--- src/rtl/lsu_pkg.sv ---
// Shared types, default widths and effective-address helper for the load/store unit.
// Also used by the instruction fetch unit through lsu_addr_gen.
package lsu_pkg;

   localparam int LSU_DATA_W    = 16;
   localparam int LSU_ADDR_W    = 16;
   localparam int LSU_OFFSET_W  = 6;
   localparam int LSU_MEM_DEPTH = 8;
   localparam int LSU_EA_W      = 32;

   typedef enum logic [1:0] {
      IDLE   = 2'd0,
      ACCESS = 2'd1,
      RESP   = 2'd2
   } lsu_state_t;

   // base + sign_extend(offset[off_w-1:0]); caller truncates to its address width
   function automatic logic [LSU_EA_W-1:0] calc_ea(input logic [LSU_EA_W-1:0] base,
                                                   input logic [LSU_EA_W-1:0] offset,
                                                   input int off_w);
      logic [LSU_EA_W-1:0] hi_mask;
      hi_mask = '1 << off_w;
      if (((offset >> (off_w - 1)) & 1) != 0)
         return base + (offset | hi_mask);
      return base + (offset & ~hi_mask);
   endfunction

endpackage

--- src/rtl/lsu_addr_gen.sv ---
// Effective address generation: base + signed offset, wrapping at the address width.
// Combinational, zero latency, no backpressure.
// LSU_FAULT_EN: flags ea >= MEM_DEPTH as a fault; otherwise ea aliases into memory.
module lsu_addr_gen
   import lsu_pkg::*;
#(
   parameter int ADDR_W    = LSU_ADDR_W,
   parameter int OFFSET_W  = LSU_OFFSET_W,
   parameter int MEM_DEPTH = LSU_MEM_DEPTH
) (
   input  logic [ADDR_W-1:0]   base,
   input  logic [OFFSET_W-1:0] offset,
   output logic [ADDR_W-1:0]   addr,
   output logic                fault
);

   logic [ADDR_W-1:0] ea;

   assign ea = ADDR_W'(calc_ea(LSU_EA_W'(base), LSU_EA_W'(offset), OFFSET_W));

`ifdef LSU_FAULT_EN
   assign addr  = ea;
   assign fault = (ea >= ADDR_W'(MEM_DEPTH));
`else
   // MEM_DEPTH is a power of two, so the mask keeps the low index bits only
   assign addr  = ea & ADDR_W'(MEM_DEPTH - 1);
   assign fault = 1'b0;
`endif

endmodule

--- src/rtl/load_store_unit.sv ---
// Load/store initiator: one request -> one single-cycle data memory access -> one response.
// Latency: accept at edge 0, ACCESS in cycle 1, resp_valid from cycle 2; 3 cycles per op.
// Backpressure: req_ready only in IDLE; response held stable until resp_ready (LSU_FAULT_EN adds range faults).
module load_store_unit
   import lsu_pkg::*;
#(
   parameter int DATA_W    = LSU_DATA_W,
   parameter int ADDR_W    = LSU_ADDR_W,
   parameter int OFFSET_W  = LSU_OFFSET_W,
   parameter int MEM_DEPTH = LSU_MEM_DEPTH
) (
   input  logic                clk,
   input  logic                rst_n,
   input  logic                req_valid,
   output logic                req_ready,
   input  logic                req_is_store,
   input  logic [ADDR_W-1:0]   req_base,
   input  logic [OFFSET_W-1:0] req_offset,
   input  logic [DATA_W-1:0]   req_wdata,
   output logic                resp_valid,
   input  logic                resp_ready,
   output logic [DATA_W-1:0]   resp_rdata,
   output logic                resp_fault,
   output logic                stall,
   output logic [ADDR_W-1:0]   mem_address,
   output logic [DATA_W-1:0]   mem_write_data,
   output logic                mem_write_enable,
   output logic                mem_read_enable,
   input  logic [DATA_W-1:0]   mem_read_data
);

   lsu_state_t        state;
   logic              op_store;
   logic              op_fault;
   logic [ADDR_W-1:0] ag_addr;
   logic              ag_fault;

   lsu_addr_gen #(
      .ADDR_W   (ADDR_W),
      .OFFSET_W (OFFSET_W),
      .MEM_DEPTH(MEM_DEPTH)
   ) u_addr_gen (
      .base  (req_base),
      .offset(req_offset),
      .addr  (ag_addr),
      .fault (ag_fault)
   );

   assign req_ready = rst_n && (state == IDLE);
   assign stall     = req_valid && !req_ready;

   always_ff @(posedge clk or negedge rst_n) begin
      if (!rst_n) begin
         state            <= IDLE;
         op_store         <= 1'b0;
         op_fault         <= 1'b0;
         mem_address      <= '0;
         mem_write_data   <= '0;
         mem_write_enable <= 1'b0;
         mem_read_enable  <= 1'b0;
         resp_valid       <= 1'b0;
         resp_fault       <= 1'b0;
         resp_rdata       <= '0;
      end else begin
         case (state)
            IDLE: begin
               if (req_valid) begin
                  mem_address      <= ag_addr;
                  mem_write_data   <= req_wdata;
                  op_store         <= req_is_store;
                  op_fault         <= ag_fault;
                  // a faulting request still spends a dead ACCESS cycle to keep latency fixed
                  mem_write_enable <= req_is_store && !ag_fault;
                  mem_read_enable  <= !req_is_store && !ag_fault;
                  state            <= ACCESS;
               end
            end
            ACCESS: begin
               mem_write_enable <= 1'b0;
               mem_read_enable  <= 1'b0;
               resp_valid       <= 1'b1;
               resp_fault       <= op_fault;
               resp_rdata       <= (op_store || op_fault) ? '0 : mem_read_data;
               state            <= RESP;
            end
            RESP: begin
               if (resp_ready) begin
                  resp_valid <= 1'b0;
                  resp_fault <= 1'b0;
                  resp_rdata <= '0;
                  state      <= IDLE;
               end
            end
            default: state <= IDLE;
         endcase
      end
   end

endmodule

--- config.mk ---
export PLATFORM = sky130hd
export DESIGN_NAME = load_store_unit
export DESIGN_NICKNAME = d
export VERILOG_FILES = /design/src/rtl/lsu_pkg.sv /design/src/rtl/lsu_addr_gen.sv /design/src/rtl/load_store_unit.sv
export SDC_FILE = /design/constraint.sdc
export NUM_CORES = 1
export LEC_CHECK = 0
export ABC_AREA = 0
export BUFFER_PORTS_ARGS = -buffer_cell sky130_fd_sc_hd__clkbuf_2
export CAP_MARGIN = 20
export CORE_MARGIN = 2
export CORE_UTILIZATION = 30
export DETAILED_ROUTE_END_ITERATION = 12
export PLACE_DENSITY_LB_ADDON = 0.05
export SETUP_SLACK_MARGIN = 0.02
export SKIP_CTS_REPAIR_TIMING = 1
export SYNTH_ARGS = -nofsm -noshare
export SYNTH_HDL_FRONTEND = slang
export SYNTH_SLANG_ARGS = --single-unit
--- constraint.sdc ---
create_clock -name clk -period 1.95 [get_ports clk]
set_input_delay 0.0975 -clock clk [delete_from_list [all_inputs] [get_ports clk]]
set_output_delay 0.0975 -clock clk [all_outputs]
set_load 0.005 [all_outputs]
==> results.md <==
* CTS tree: done
* Final setup violating endpoints at 0
* Core area at 0.00596 mm2
* Maximum count of clock buffers along a single path at 2
* Origin of the critical flop-to-flop path: state[0]$_DFFE_PN0P_
* R2R setup slack at 0.51 ns
* Final cycle utilization of the critical path at 77.2%
* Outcome: completed
* Row count at 28
* Power density over the cells at 1410 mW/mm2
* Maxcap violations at 0
* Critical Setup Path Class: reg -> out
* Cts bufs inserted at 5
* # port buffers at 82
* Number of cells on the worst hold path at 2
* CTS clk-pin slew, worst paths at 0.08 ns
* End-of-flow core utilization at 40.0%
* Hold Crit Endpoint: resp_rdata[12]$_DFFE_PN0P_
* Placed Cells at 275
* Setup repair after global routing missed its margin: false
* Worst EP arrival at 1.41 ns
* Worst min-delay path class: in -> reg
* Clock root buffer master: clkbuf_8
* Mean cell area of the mapped netlist at 15.1 um2
* Non-Filler Instances at 284
* Number of sinks handled by clock tree synthesis at 41
* Initial core utilization at 31.2%
* Routed wire per std cell at 13.0 um
* Via count at 1271
* Worst slew margin relative to its limit at 57.0%
* Number of optimization iterations in the first detailed-route pass at 2
* Final Wtd Congestion at 0.646
* Die extent in y at 82.8 um
* IO Pins at 113
* Horiz. Die Dim at 82.8 um
* End of the worst register-to-register path: resp_rdata[5]$_DFFE_PN0P_
* Type of destination of the critical path: primary output
* Net count reported at finish at 269
* Final number of hold-violating endpoints at 0
* Total grt overflow at 0
* Total Wirelength at 3680 um
* Syn-to-layout area delta at 28.0%
* Fmax at 0.665 GHz
* Max-slew violation count at 0
* Crit path required time at 1.85 ns
* Via count of the first global-routing pass at 1110
* Worst Min Path Start: mem_read_data[12]
* Total track usage at 11.1%
* Final critical delay including setup and external delays at 1.50 ns
* Diodes inserted at 0
* Detail Route Antenna Nets at 0
* Synthesized area at 0.00186 mm2
* Pin count of the biggest net entering global routing at 42
* Slew @ Worst Pin at 0.644 ns
* Synth cell types at 26
* Wire length of the first global-routing pass at 5430 um
* Latest clock arrival within the worst-skew pair at 0.29 ns
* Estimated wirelength of the detail-placed design at 2690 um
* Number of flip-flops and latches in the synthesized netlist at 41
* Final setup TNS at 0 ns
* Detailed router's first-iteration violation count at 19
* Worst vdd ir at 0.498 mV
* Leakage power of the design at 1.24 nW
* Final hold slack at 0.0256 ns
* Largest clock skew in the final design at 0.00425 ns
* Sequential area share after synthesis at 55.1%
* Drc violations at 0
* Cell depth of the worst flop-to-flop path at 3
* Via count normalized by instance count at 4.48
* Share of post-route cells with drive strength above 1 at 56.5%
* Area of the die at 0.00685 mm2
* Crit path launch type: register
* Depth of the CTS H-tree at 2
* Top fanout value on the critical path at 9
* Initial antenna violation count at 0
* Gate count after technology mapping at 123
* Synthesis warning total at 0
-- Yosys cell counts --
cell type | instances | area, um2
a32o_1 | 16 | 160
a21boi_0 | 1 | 7.51
clkbuf_8 | 1 | 13.8
buf_6 | 5 | 56.3
nor2b_1 | 1 | 6.26
fa_1 | 1 | 20.0
a2bb2oi_1 | 1 | 8.76
o21ai_0 | 1 | 5.00
nor3b_1 | 3 | 22.5
nor4b_1 | 1 | 8.76
a211o_2 | 1 | 10.0
mux2_4 | 7 | 105
dfrtp_1 | 41 | 1030
buf_4 | 15 | 113
nor3b_4 | 2 | 37.5
buf_2 | 1 | 5.00
conb_1 | 1 | 3.75
mux2_2 | 12 | 135
or2b_1 | 1 | 7.51
nand2b_4 | 1 | 13.8
a221o_2 | 1 | 11.3
inv_1 | 5 | 18.8
nand3b_4 | 1 | 20.0
mux2i_1 | 1 | 10.0
xnor3_1 | 1 | 22.5
ha_1 | 1 | 12.5
-- cells in the final DEF, fill, tap and decap left out, types with 2 or more instances in the layout --
master     n
buf_4      4
clkbuf_2  82
mux2_4     7
inv_1      5
mux2_2    12
clkbuf_8   6
a32o_1    16
nor3b_1    3
dfrtp_1   41
nor3b_4    2
conb_1    14
-- worst max-delay path, cell delays in order, from the launching register on --
cell      delay, ns
dfrtp_1        0.41
buf_4          0.18
nor3b_1        0.32
nor2b_1        0.08
clkbuf_2       0.12
-- registers in the layout, indices dropped and copies added (netlist names) --
name,count
resp_rdata,16
resp_valid,1
mem_address,3
mem_read_enable,1
mem_write_data,16
state,2
op_store,1
mem_write_enable,1
-- through the flow --
step,instance area (um2),total power [mW],worst slack (ns)
after global placement,2260,2.68,0.535
after global routing,2380,3.63,0.306
after detailed placement,2260,2.72,0.500
after floorplan,1910,2.27,0.573
final,2380,3.36,0.445
after CTS,2370,3.44,0.394
-- power by group --
group	internal, mW	switching [mW]
logic	0.733	0.525
registers	1.21	0.201
clock network	0.417	0.278
-- cells by family after synthesis --
group           after synthesis  share of synthesized area (%)
compound gates               21                           10.9
xor+xnor                      1                           1.21
fa+ha+maj                     2                           1.75
buf+inv                      27                           11.1
flops                        41                           55.1
mux                          20                           13.4
other cells                   1                          0.202
simple gates                 10                           6.25
-- how the worst max path moves through the flow --
stage / slack, ns / start / endpoint / depth (start not counted)
3_3_place_gp: 0.54 / state[1]$_DFFE_PN0P_ / resp_rdata[4]$_DFFE_PN0P_ / 3
2_1_floorplan: 0.57 / state[0]$_DFFE_PN0P_ / mem_write_data[10]$_DFFE_PN0P_ / 4
4_1_cts: 0.39 / state[1]$_DFFE_PN0P_ / stall / 4
5_1_grt: 0.31 / state[0]$_DFFE_PN0P_ / stall / 4
3_5_place_dp: 0.50 / state[0]$_DFFE_PN0P_ / resp_rdata[5]$_DFFE_PN0P_ / 3
6_report: 0.45 / state[0]$_DFFE_PN0P_ / stall / 4
-- final cells by class --
class / instances / area (um2)
Sequential cell: 41 / 1030
Inverter: 5 / 18.8
Multi-Input combinational cell: 68 / 677
Clock buffer: 7 / 86.3
Clock inverter: 1 / 30.0
Fill cell: 592 / 3570
Timing Repair Buffer: 87 / 450
Tap cell: 75 / 93.8
-- routing by layer --
layer / GRT usage (%) / vias up / routed length [um]
li1: - / 589 / -
met1: 12.8 / 609 / 1550
met2: 17.6 / 68 / 1700
met3: 4.67 / 5 / 382
met4: 5.41 / 0 / 59
met5: 0 / - / 0
Note: power is estimated with default switching activity, not from simulation.
